### src/rtl/rtl_ral_arb.sv
// Two-requester arbiter/sequencer in front of the 8x8 register bank.
// Define RAL_ARB_FIXED_PRIO_EN for fixed A-over-B priority (default: round-robin).
module rtl_ral_arb #(
  parameter int ADDR_W = 3,
  parameter int DATA_W = 8
) (
  input  logic              clk,
  input  logic              rst_n,
  input  logic              req_a_i,
  input  logic              we_a_i,
  input  logic [ADDR_W-1:0] add_a_i,
  input  logic [DATA_W-1:0] dt_a_i,
  output logic              gnt_a_o,
  output logic              rvalid_a_o,
  output logic [DATA_W-1:0] dt_a_o,
  input  logic              req_b_i,
  input  logic              we_b_i,
  input  logic [ADDR_W-1:0] add_b_i,
  input  logic [DATA_W-1:0] dt_b_i,
  output logic              gnt_b_o,
  output logic              rvalid_b_o,
  output logic [DATA_W-1:0] dt_b_o,
  output logic [ADDR_W-1:0] bank_add_o,
  output logic [DATA_W-1:0] bank_dt_o,
  output logic              bank_rw_o,
  input  logic [DATA_W-1:0] bank_dt_i
);

  // state | meaning
  // IDLE  | waiting for a request; bank sees harmless reads
  // ISSUE | command on bank ports, grant pulse to owner
  // RDATA | bank read data valid, captured for owner
  typedef enum logic [1:0] {IDLE, ISSUE, RDATA} state_t;

  state_t state;
  logic   owner;   // 0 = A, 1 = B
  logic   pick_b;

`ifdef RAL_ARB_FIXED_PRIO_EN
  always_comb begin
    pick_b = req_b_i & ~req_a_i;
  end
`else
  logic last;      // requester served most recently, 0 = A, 1 = B

  always_comb begin
    pick_b = req_b_i & (~req_a_i | ~last);
  end
`endif

  always_ff @(posedge clk) begin
    if (!rst_n) begin
      state      <= IDLE;
      owner      <= 1'b0;
`ifndef RAL_ARB_FIXED_PRIO_EN
      last       <= 1'b1;
`endif
      gnt_a_o    <= 1'b0;
      gnt_b_o    <= 1'b0;
      rvalid_a_o <= 1'b0;
      rvalid_b_o <= 1'b0;
      dt_a_o     <= '0;
      dt_b_o     <= '0;
      bank_add_o <= '0;
      bank_dt_o  <= '0;
      bank_rw_o  <= 1'b0;
    end else begin
      case (state)
        IDLE: begin
          rvalid_a_o <= 1'b0;
          rvalid_b_o <= 1'b0;
          if (req_a_i || req_b_i) begin
            owner      <= pick_b;
            gnt_a_o    <= ~pick_b;
            gnt_b_o    <= pick_b;
            bank_rw_o  <= pick_b ? we_b_i  : we_a_i;
            bank_add_o <= pick_b ? add_b_i : add_a_i;
            bank_dt_o  <= pick_b ? dt_b_i  : dt_a_i;
            state      <= ISSUE;
          end else begin
            bank_rw_o <= 1'b0;
          end
        end
        ISSUE: begin
          gnt_a_o <= 1'b0;
          gnt_b_o <= 1'b0;
`ifndef RAL_ARB_FIXED_PRIO_EN
          last    <= owner;
`endif
          // writes complete on this edge; reads need one more cycle for bank data
          if (bank_rw_o) begin
            bank_rw_o <= 1'b0;
            state     <= IDLE;
          end else begin
            state <= RDATA;
          end
        end
        RDATA: begin
          if (owner) begin
            dt_b_o     <= bank_dt_i;
            rvalid_b_o <= 1'b1;
          end else begin
            dt_a_o     <= bank_dt_i;
            rvalid_a_o <= 1'b1;
          end
          state <= IDLE;
        end
        default: state <= IDLE;
      endcase
    end
  end

endmodule
### config.mk
export PLATFORM = sky130hd
export DESIGN_NAME = rtl_ral_arb
export DESIGN_NICKNAME = d
export VERILOG_FILES = /design/src/rtl/rtl_ral_arb.sv
export SDC_FILE = /design/constraint.sdc
export NUM_CORES = 1
export LEC_CHECK = 0
export CELL_PAD_IN_SITES_DETAIL_PLACEMENT = 0
export CELL_PAD_IN_SITES_GLOBAL_PLACEMENT = 1
export CORE_UTILIZATION = 27
export CTS_BUF_LIST = sky130_fd_sc_hd__clkbuf_4 sky130_fd_sc_hd__clkbuf_8 sky130_fd_sc_hd__clkbuf_16
export CTS_CLUSTER_SIZE = 28
export DETAILED_ROUTE_END_ITERATION = 16
export GPL_TIMING_DRIVEN = 1
export PLACE_DENSITY_LB_ADDON = 0.15
export SYNTH_ARGS = -nofsm -noshare
export SYNTH_HDL_FRONTEND = slang
export SYNTH_SLANG_ARGS = --single-unit
### constraint.sdc
create_clock -name clk -period 1.2 [get_ports clk]
set_input_delay 0.24 -clock clk [delete_from_list [all_inputs] [get_ports clk]]
set_output_delay 0.24 -clock clk [all_outputs]
set_load 0.03 [all_outputs]
==> results.tsv <==
stage	metric	value	unit
final_layout	multi_input_area	771	sq um
flow_run	cap_violations	0	
final_layout	final_util	45.3	%
setup_path	r2r_setup_slack	-0.0004	ns
setup_path	crit_type	reg2reg	
synthesis	syn_nets	198	
final_layout	fin_area	2490	sq um
synthesis	yosys.area.top_type_share	46.5	%
place	gp_congestion	0.718	
timing	setup_violations	1	
timing	hold_ws	0.474	ns
setup_path	rr_worst_depth	6	
cts	worstSkewPairLatency	0.29	ns
timing	slew-limit-headroom	78.2	%
place	hpwlAfterDp	3090	microns
global_route	grt_pass1_vias	1469	
global_route	grtUsageMet2	26.8	%
global_route	grt_max_degree	18	
timing	final_max_slew_viol_count	0	
setup_path	crit_path_start_kind	flop	
timing	rsz0062_at_grt	true	
global_route	grtUsageMet3	3.29	%
final_layout	diodes	0	
setup_path	cp_max_fo	8	
final_layout	sequential_cell_area	726	sq um
timing	finalHoldViolations	0	
detailed_routing	drc	0	
synthesis	synth_top_area_cell	dfxtp_1	
timing	fin_worst_skew	0.00884	ns
cts	cts_max_path_buffers	2	
cts	htreeDepth	2	
detailed_routing	antenna_left	0	
timing	min_period	1.20	ns
synthesis	ys_warn_count	0	
hold_path	hold_path_end	state[1]$_SDFFE_PN0P_	
cts	numCtsBuffers	5	
detailed_routing	wl_per_cell	13.8	microns
global_route	antenna_found_initial	0	
power	power	3.04	mW
floorplan	die_h	77.7	microns
detailed_routing	vias	1495	
floorplan	io_pins	68	
setup_path	required	1.39	ns
floorplan	num_rows	27	
cts	cts_tree	yes	
global_route	grt_pass1_wl	6810	microns
synthesis	synth-seq-cells	36	
global_route	use_met1	16.2	%
detailed_routing	drt_iter0_drc	63	
setup_path	r2r-start	state[1]$_SDFFE_PN0P_	
cts	cts_sinks	36	
hold_path	hold_depth	1	
setup_path	crit_arrival	1.39	ns
outcome	violations	negative setup slack	
place	io_buffers	67	
final_layout	drive_gt1_share	35.8	%
outcome	status	complete, but fails checks	
detailed_routing	drt-vias-per-instance	4.75	
cts	hold_buffers	0	
floorplan	die_w	77.7	microns
synthesis	synth_cell_type_count	30	
power	peakVddDrop	0.000398	V
final_layout	final_nets	278	
timing	fin_tns_setup	-0.000428	ns
synthesis	syn_area	1550	sq um
global_route	busiest_layer	met2	
cts	cts-root-buf	clkbuf_8	
floorplan	core-area	5510	sq um
floorplan	die_area	6040	sq um
final_layout	area_growth	61.0	%
detailed_routing	first_pass_iters	4	
cts	path_clk_slew	0.08	ns
timing	worst_pin_slew	0.328	ns
setup_path	critPathCaptureType	flop	
place	place_ws	-0.539	ns
synthesis	synthTopCellsByArea	dfxtp_1 (47%), mux2i_1 (10%), a311oi_2 (5.8%)	
final_layout	fin_cells	315	
place	place_area	2310	sq um
synthesis	seq_area_frac_synth	46.5	%
global_route	overflow	0	
power	p_leak	1.07	nW
hold_path	min_from	bank_rw_o$_SDFFE_PN0P_	
power	powerDensity	1220	nW/um^2
timing	fmax	833	MHz
floorplan	initial_core_util	28.1	%
synthesis	synth_area_per_cell	9.56	sq um
timing	fin_crit_sh	100	%
global_route	grt_use_total	14.6	%
synthesis	syn_inst	162	
final_layout	num-fill-cells	556	
setup_path	cp-startpoint	state[1]$_SDFFE_PN0P_	
setup_path	reg2reg_to	bank_dt_o[2]$_SDFFE_PN0P_	
timing	timing.final.ws_setup	-0.000428	ns
place	dp.cells	303	
hold_path	min_path_type	reg2reg	
detailed_routing	wl	4360	microns
[where the power goes]
part	internal [mW]	total [mW]	switching, mW	leakage [nW]
logic	0.404	0.815	0.411	0.720
clock network	0.458	0.889	0.431	0.0510
registers	1.27	1.33	0.0617	0.295
[per-layer routing]
metal | vias up | share of wire [%]
li1 | 726 | -
met1 | 712 | 43
met2 | 51 | 51
met3 | 6 | 4.9
met4 | 0 | 1.5
met5 | - | 0
[flip-flops by register name (all words and copies together) (netlist names)]
name,count
bank_add_o,3
rvalid_a_o,1
rvalid_b_o,1
bank_rw_o,1
gnt_a_o,1
last,1
dt_a_o,8
bank_dt_o,8
dt_b_o,8
gnt_b_o,1
owner,1
state,2
[synthesized netlist by cell type]
library cell	count
dfxtp_1	36
nor2_1	22
mux2i_1	16
nand2_1	15
a21oi_1	13
a311oi_2	6
nand2_2	6
buf_4	5
nand3_1	5
o21ai_1	4
a311oi_1	3
a31oi_1	3
buf_2	3
nand4_1	3
buf_6	2
clkbuf_1	2
inv_1	2
nand3b_1	2
o21ai_0	2
or2_1	2
a21bo_1	1
a21boi_4	1
buf_1	1
nand2b_1	1
nor2_2	1
nor2_4	1
nor2_8	1
nor3_1	1
nor3b_2	1
nor4_1	1
[kinds of logic after synthesis]
kind of cell,Yosys count,share of synthesized area [%]
AND/OR/NAND/NOR,62,20.4
flip-flops,36,46.5
AO/OA/AOI/OAI,33,16.7
multiplexers,16,10.3
buffers and inverters,15,6.06
[layout by cell type (no fill, tap or decap), drive strengths merged]
master | synthesis | final
clkinv | 0 | 2
a21bo | 1 | 1
nand3 | 5 | 5
dlygate4sd2 | 0 | 2
clkdlybuf4s50 | 0 | 33
nand3b | 2 | 2
nor4 | 1 | 1
inv | 2 | 2
a21oi | 13 | 13
nand2 | 21 | 21
nor2 | 25 | 25
nor3b | 1 | 1
a31oi | 3 | 3
nand2b | 1 | 1
clkbuf | 2 | 6
dfxtp | 36 | 36
nand4 | 3 | 3
a21boi | 1 | 1
mux2i | 16 | 16
nor3 | 1 | 1
buf | 11 | 51
a311oi | 9 | 9
o21ai | 6 | 6
or2 | 2 | 2
[worst max-delay path, cell delays in order, from the launching register on]
cell	delay (ns)
dfxtp_2	0.34
buf_6	0.13
nor2_4	0.12
buf_12	0.13
buf_8	0.12
a21oi_2	0.05
a311oi_1	0.22
[area by class of cell]
class	instances	area share, %
Clock inverter	2	0.401
Inverter	2	0.301
Clock buffer	6	3.31
Tap cell	72	3.61
Sequential cell	36	29.1
Multi-Input combinational cell	111	30.9
Timing Repair Buffer	86	32.4
[worst max-delay path by stage]
stage / endpoint / slack (ns) / cells after the start
final: bank_dt_o[2]$_SDFFE_PN0P_ / -0.0004 / 6
after global routing: bank_dt_o[2]$_SDFFE_PN0P_ / -0.09 / 6
after CTS: bank_dt_o[1]$_SDFFE_PN0P_ / 0.01 / 5
after detailed placement: bank_dt_o[1]$_SDFFE_PN0P_ / -0.54 / 4
after global placement: bank_dt_o[4]$_SDFFE_PN0P_ / -0.45 / 4
after floorplan: bank_add_o[0]$_SDFFE_PN0P_ / 0.003 / 5
[what timing repair did]
item                                   CTS  global route
pin swaps                                1            10
endpoints found under the hold margin    0             0
gates cloned                             0             0
buffers inserted                         0             4
resized for setup                        6            19
setup endpoints to repair               10            18
(Power assumes the default switching activity.)
